### src/rtl/i2c_pkg.sv
// Shared I2C phase codes and per-phase pin drive, used by the sequencer and the datapath.
// Latency: n/a (constants and a pure function).
// Backpressure: n/a.
package i2c_pkg;

    localparam logic [7:0] ST_IDLE       = 8'd0;
    localparam logic [7:0] ST_START      = 8'd1;
    localparam logic [7:0] ST_ADDRESS    = 8'd2;
    localparam logic [7:0] ST_READ_ACK   = 8'd3;
    localparam logic [7:0] ST_WRITE_DATA = 8'd4;
    localparam logic [7:0] ST_READ_ACK2  = 8'd5;
    localparam logic [7:0] ST_READ_DATA  = 8'd6;
    localparam logic [7:0] ST_WRITE_ACK2 = 8'd7;
    localparam logic [7:0] ST_STOP       = 8'd8;

    // Bit index of the first (MSB) bit of every shifted byte.
    localparam logic [3:0] BIT_TOP = 4'd7;

    // Pin drive for a phase, returned as {scl_en, write_en}.
    // SCL is held high only around START/STOP and while idle. The master
    // owns SDA for START, address, write data, its own ACK and STOP.
    function automatic logic [1:0] phase_drive(input logic [7:0] st);
        logic [1:0] drv;
        case (st)
            ST_IDLE:       drv = 2'b10;
            ST_START:      drv = 2'b11;
            ST_ADDRESS:    drv = 2'b01;
            ST_READ_ACK:   drv = 2'b00;
            ST_WRITE_DATA: drv = 2'b01;
            ST_READ_ACK2:  drv = 2'b00;
            ST_READ_DATA:  drv = 2'b00;
            ST_WRITE_ACK2: drv = 2'b01;
            ST_STOP:       drv = 2'b11;
            default:       drv = 2'b10;
        endcase
        return drv;
    endfunction

endpackage

### src/rtl/i2c_bit_counter.sv
// Bit index counter for byte shifting: loads 7, counts down, flags bit 0.
// Latency: load/decrement take effect on the next clock; last is combinational from count.
// Backpressure: none; load has priority over dec.
// Ports: clk, rst (async, active high), load, dec -> count[3:0], last (count == 0).
module i2c_bit_counter
    import i2c_pkg::*;
(
    input  logic       clk,
    input  logic       rst,
    input  logic       load,
    input  logic       dec,
    output logic [3:0] count,
    output logic       last
);

    always_ff @(posedge clk or posedge rst) begin
        if (rst) begin
            count <= BIT_TOP;
        end else if (load) begin
            count <= BIT_TOP;
        end else if (dec) begin
            count <= count - 4'd1;
        end
    end

    assign last = (count == 4'd0);

endmodule

### src/rtl/i2c_master_ctrl.sv
// I2C master sequencer: walks START/ADDRESS/ACK/DATA/ACK/STOP and drives the datapath phase.
// Latency: accept -> first address bit 2 cycles; write of N bytes takes 12+9N cycles IDLE->IDLE.
// Backpressure: req is only taken while idle; a req during a transfer is dropped, not queued.
// Ports: i2c_scl_in (bit clock), reset; req/req_addr/req_rw/req_nbytes host request; SDA_in ACK
//   sample; state/count/i2c_scl_en/i2c_write_en/mst_ack/rw/addr to datapath; tx_next/rx_valid
//   byte strobes; busy, done pulse, sticky nack_err status.
module i2c_master_ctrl
    import i2c_pkg::*;
#(
    parameter int NB_W = 4
) (
    input  logic            i2c_scl_in,
    input  logic            reset,
    input  logic            req,
    input  logic [6:0]      req_addr,
    input  logic            req_rw,
    input  logic [NB_W-1:0] req_nbytes,
    input  logic            SDA_in,
    output logic [7:0]      state,
    output logic [3:0]      count,
    output logic            i2c_scl_en,
    output logic            i2c_write_en,
    output logic            mst_ack,
    output logic            rw,
    output logic [6:0]      addr,
    output logic            tx_next,
    output logic            rx_valid,
    output logic            busy,
    output logic            done,
    output logic            nack_err
);

    localparam logic [NB_W-1:0] ONE = {{(NB_W-1){1'b0}}, 1'b1};

    logic [NB_W-1:0] bytes_left;
    logic [NB_W-1:0] nxt_bytes;
    logic [7:0]      nxt_state;
    logic [6:0]      nxt_addr;
    logic            nxt_rw;
    logic            nxt_busy;
    logic            nxt_nack;
    logic            nxt_tx;
    logic            nxt_rx;
    logic            nxt_done;
    logic            nxt_mst_ack;
    logic            shifting;
    logic            bit_last;
    logic            cnt_dec;
    logic            cnt_load;

    // count walks 7..0 only while a byte is being shifted and sits at 7
    // everywhere else, so the datapath always sees the MSB index first.
    assign cnt_dec  = shifting && !bit_last;
    assign cnt_load = !cnt_dec;

    i2c_bit_counter u_bit_counter (
        .clk   (i2c_scl_in),
        .rst   (reset),
        .load  (cnt_load),
        .dec   (cnt_dec),
        .count (count),
        .last  (bit_last)
    );

    always_comb begin
        nxt_state = state;
        nxt_addr  = addr;
        nxt_rw    = rw;
        nxt_busy  = busy;
        nxt_nack  = nack_err;
        nxt_bytes = bytes_left;
        nxt_tx    = 1'b0;
        nxt_rx    = 1'b0;
        nxt_done  = 1'b0;
        shifting  = 1'b0;
        case (state)
            ST_IDLE: begin
                if (req && !busy) begin
                    nxt_addr  = req_addr;
                    nxt_rw    = req_rw;
                    nxt_bytes = (req_nbytes == '0) ? ONE : req_nbytes;
                    nxt_busy  = 1'b1;
                    nxt_nack  = 1'b0;
                    nxt_state = ST_START;
                end
            end
            ST_START: nxt_state = ST_ADDRESS;
            ST_ADDRESS: begin
                shifting = 1'b1;
                if (bit_last) nxt_state = ST_READ_ACK;
            end
            ST_READ_ACK: begin
                if (SDA_in) begin
                    nxt_nack  = 1'b1;
                    nxt_state = ST_STOP;
                end else if (rw) begin
                    nxt_state = ST_READ_DATA;
                end else begin
                    nxt_state = ST_WRITE_DATA;
                    nxt_tx    = 1'b1;
                end
            end
            ST_WRITE_DATA: begin
                shifting = 1'b1;
                if (bit_last) nxt_state = ST_READ_ACK2;
            end
            ST_READ_ACK2: begin
                if (bytes_left != '0) nxt_bytes = bytes_left - ONE;
                if (SDA_in) begin
                    nxt_nack  = 1'b1;
                    nxt_state = ST_STOP;
                end else if (bytes_left > ONE) begin
                    // More than one byte was left before this ACK: send another.
                    nxt_state = ST_WRITE_DATA;
                    nxt_tx    = 1'b1;
                end else begin
                    nxt_state = ST_STOP;
                end
            end
            ST_READ_DATA: begin
                shifting = 1'b1;
                if (bit_last) begin
                    nxt_state = ST_WRITE_ACK2;
                    nxt_rx    = 1'b1;
                end
            end
            ST_WRITE_ACK2: begin
                if (bytes_left != '0) nxt_bytes = bytes_left - ONE;
                nxt_state = (bytes_left > ONE) ? ST_READ_DATA : ST_STOP;
            end
            ST_STOP: begin
                nxt_state = ST_IDLE;
                nxt_busy  = 1'b0;
                nxt_done  = 1'b1;
            end
            default: begin
                nxt_state = ST_IDLE;
                nxt_busy  = 1'b0;
            end
        endcase
        // Master NACKs the final read byte so the slave releases SDA before STOP.
        nxt_mst_ack = (nxt_state == ST_WRITE_ACK2) ? (bytes_left == ONE) : 1'b1;
    end

    // Outputs are registered from the next state so pin drive and strobes
    // line up exactly with the phase code seen by the datapath.
    always_ff @(posedge i2c_scl_in or posedge reset) begin
        if (reset) begin
            state        <= ST_IDLE;
            i2c_scl_en   <= 1'b1;
            i2c_write_en <= 1'b0;
            mst_ack      <= 1'b1;
            rw           <= 1'b0;
            addr         <= 7'd0;
            tx_next      <= 1'b0;
            rx_valid     <= 1'b0;
            busy         <= 1'b0;
            done         <= 1'b0;
            nack_err     <= 1'b0;
            bytes_left   <= '0;
        end else begin
            state                      <= nxt_state;
            {i2c_scl_en, i2c_write_en} <= phase_drive(nxt_state);
            mst_ack                    <= nxt_mst_ack;
            rw                         <= nxt_rw;
            addr                       <= nxt_addr;
            tx_next                    <= nxt_tx;
            rx_valid                   <= nxt_rx;
            busy                       <= nxt_busy;
            done                       <= nxt_done;
            nack_err                   <= nxt_nack;
            bytes_left                 <= nxt_bytes;
        end
    end

endmodule

### config.mk
export PLATFORM = sky130hd
export DESIGN_NAME = i2c_master_ctrl
export DESIGN_NICKNAME = d
export VERILOG_FILES = /design/src/rtl/i2c_pkg.sv /design/src/rtl/i2c_bit_counter.sv /design/src/rtl/i2c_master_ctrl.sv
export SDC_FILE = /design/constraint.sdc
export NUM_CORES = 1
export LEC_CHECK = 0
export CORE_MARGIN = 5
export CORE_UTILIZATION = 40
export CTS_CLUSTER_SIZE = 28
export DETAILED_ROUTE_END_ITERATION = 10
export HOLD_SLACK_MARGIN = 0.12
export PLACE_DENSITY = 0.69
export SLEW_MARGIN = 10
export SYNTH_ARGS = -nofsm -noshare
export SYNTH_HDL_FRONTEND = slang
export SYNTH_HIERARCHICAL = 1
export SYNTH_SLANG_ARGS = --single-unit
### constraint.sdc
create_clock -name i2c_scl_in -period 4.05 [get_ports i2c_scl_in]
set_input_delay 0.6075 -clock i2c_scl_in [delete_from_list [all_inputs] [get_ports i2c_scl_in]]
set_output_delay 0.6075 -clock i2c_scl_in [all_outputs]
set_load 0.02 [all_outputs]
==> flow_metrics.env <==
export IMPL_wl_per_cell_um=14.57
export IMPL_port_buffers=43
export IMPL_cts_root_buf="clkbuf_8"
export IMPL_grt_pass1_vias=1214
export IMPL_synth_edf_count=0
export IMPL_worst_pin_slew_ps=993.9
export IMPL_antenna_found_initial=0
export IMPL_cp_arrival_ps=2730
export IMPL_clock_path_buffers=2
export IMPL_drv_cap=0
export IMPL_async_flop_share_pct=100.0
export IMPL_yosysTopAreaCell="dfrtp_1"
export IMPL_layout_nets=217
export IMPL_core_um2=3716
export IMPL_finalSetupViolations=0
export IMPL_drtIter0Drc=87
export IMPL_hpwl_mm=2.688
export IMPL_p_leak_nw=0.9631
export IMPL_multiInputGateArea_um2=699.4
export IMPL_grt_max_degree=29
export IMPL_hp_class="register to register"
export IMPL_vias_per_cell=5.008
export IMPL_powerDensity_nw_per_um2=368.4
export IMPL_synth_seq_cells=32
export IMPL_yosys_cell_types_count=43
export IMPL_fp_dieW_um=72.53
export IMPL_cts_resized=0
export IMPL_yosysWarnings=6
export IMPL_cp_max_fo=6
export IMPL_initial_core_util_pct=42.09
export IMPL_regArea_um2=807.0
export IMPL_slew_violations=0
export IMPL_ys_flop_type="dfrtp_1"
export IMPL_cts_hold_buf=0
export IMPL_syn_area_um2=1564
export IMPL_drcViolationCount=0
export IMPL_synth_most_common_cell="dfrtp_1"
export IMPL_rsz0062_at_grt="no"
export IMPL_end_kind="register"
export IMPL_max_freq_mhz=388.8
export IMPL_cts_sinks=32
export IMPL_synthCells=146
export IMPL_worst_slack_ps=1478
export IMPL_yosysTopAreaCellShare_pct=43.20
export IMPL_io_pins=44
export IMPL_antenna_cells=0
export IMPL_drtPass1Iterations=4
export IMPL_crit_required_ps=4210
export IMPL_fin_util_pct=57.37
export IMPL_overflow=0
export IMPL_cts_buffers_inserted=5
export IMPL_outcome="finished clean"
export IMPL_startpoint_type="register"
export IMPL_fillers=340
export IMPL_row_count=22
export IMPL_tritoncts="built"
export IMPL_htree_levels=2
export IMPL_setup_tns_ps=0
export IMPL_fin_crit_sh_pct=63.51
export IMPL_yosys_top_cells_count="dfrtp_1, nor2_1, inv_1, mux2_2"
export IMPL_period_needed_ps=2572
export IMPL_die_h_um=72.53
export IMPL_yosys_top_cells_area="dfrtp_1, dfstp_2, mux2_2, ha_1, nor2_1"
export IMPL_avgSynthCellArea_um2=10.71
export IMPL_post_cts_buffers=0
export IMPL_post_place_ws_ps=1350
export IMPL_finalHoldViolCount=0
export IMPL_grt_pass1_wl_mm=5.899
export IMPL_finalHoldWorstSlack_ps=511.6
export IMPL_startpoint="state[7]$_DFF_PP0_"
export IMPL_clk_pin_slew_ps=60
export IMPL_reg2reg_from="state[7]$_DFF_PP0_"
export IMPL_dieArea_um2=5261
export IMPL_clock_latency_ps=280
export IMPL_seq_area_frac_synth_pct=51.60
export IMPL_routed_wirelength_mm=3.555
export IMPL_syn2layout_area_growth_pct=36.32
export IMPL_grtUsageTotal_pct=14.65
export IMPL_peakVddDrop_uv=253.3
export IMPL_num_vias=1222
export IMPL_antenna_left=0
export IMPL_layout_drive_gt1_share_pct=14.29
export IMPL_maxSlewHeadroom_pct=33.33
export IMPL_critPathKind="register to register"
export IMPL_clock_skew_ps=5.579
export IMPL_power_mw=0.7855
export IMPL_place_gp_congestion=0.7749
export IMPL_min_from="addr[0]$_DFFE_PP0P_"
## sequential cells by signal (all words and copies together), names as in the netlist
register and cells:
busy 1, addr 7, mst_ack 1, bytes_left 4, state 8, i2c_write_en 1, tx_next 1, done 1
rx_valid 1, i2c_scl_en 1, nack_err 1, rw 1, u_bit_counter/count 4
## cell type report
type,instances,area share [%]
tap,48,2.817
inverter,12,2.113
timing repair buffer,43,20.19
clock buffer,8,4.225
multi-input combinational,101,32.81
sequential,32,37.85
## metrics by stage
stage	cell area, um2	cells
final	2132	244
after global routing	2132	244
after CTS	2132	244
after detailed placement	2042	236
after global placement	2042	236
after floorplan	1575	149
## critical path, stage by stage, from the launching register on
cell and delay [ps]:
dfrtp_1 400, nor4_1 440, nand2b_1 250, or4_1 610
inv_1 180, nor4b_4 220, mux2_1 350
## worst paths after layout
path / end / slack (ps) / depth (start not counted)
worst min-delay path: addr[0]$_DFFE_PP0P_ / 510 / 1
worst max-delay path: u_bit_counter/count[3]$_DFFE_PP0P_ / 1480 / 6
worst min register to register: addr[0]$_DFFE_PP0P_ / 510 / 1
max in group asynchronous: state[0]$_DFF_PP0_ / 2810 / 2
min in group asynchronous: u_bit_counter/count[3]$_DFFE_PP0P_ / 540 / 2
worst max register to register: u_bit_counter/count[3]$_DFFE_PP0P_ / 1480 / 6
## power by group
part	internal (mW)	switching, mW
logic	0.0824	0.0767
registers	0.352	0.0248
clock network	0.138	0.111
## layout by cell type, fill, tap and decap left out, types with 2 or more instances in the layout
cell / synthesis / final
nor2_1: 18 / 18
a31oi_1: 2 / 2
nand2b_1: 3 / 3
mux2_2: 9 / 9
inv_1: 12 / 11
clkdlybuf4s50_1: 0 / 43
o21ai_2: 2 / 2
ha_1: 6 / 6
a21oi_1: 7 / 7
o22a_1: 2 / 2
nor3_1: 7 / 7
nand2_1: 7 / 7
dfrtp_1: 27 / 27
dfstp_2: 5 / 5
or2_2: 2 / 2
o21ai_0: 2 / 2
clkbuf_8: 0 / 6
xor2_1: 2 / 2
conb_1: 1 / 4
nand3_1: 4 / 4
o21a_1: 2 / 2
clkbuf_1: 2 / 2
and3_1: 2 / 2
## cell families after synthesis
logic type	share of synthesized area [%]
fa+ha+maj	4.800
simple gates	19.04
flops	51.60
buf+inv	4.400
xor+xnor	1.680
mux	7.840
compound gates	10.40
other cells	0.2398
## layer usage
layer | wire (um) | global-route usage, % | up-vias
li1 | - | - | 596
met1 | 1484 | 17.51 | 587
met2 | 1748 | 23.65 | 35
met3 | 275 | 5.402 | 4
met4 | 48 | 6.148 | 0
met5 | 0 | 0 | -
Note: power is estimated with default switching activity, not from simulation.
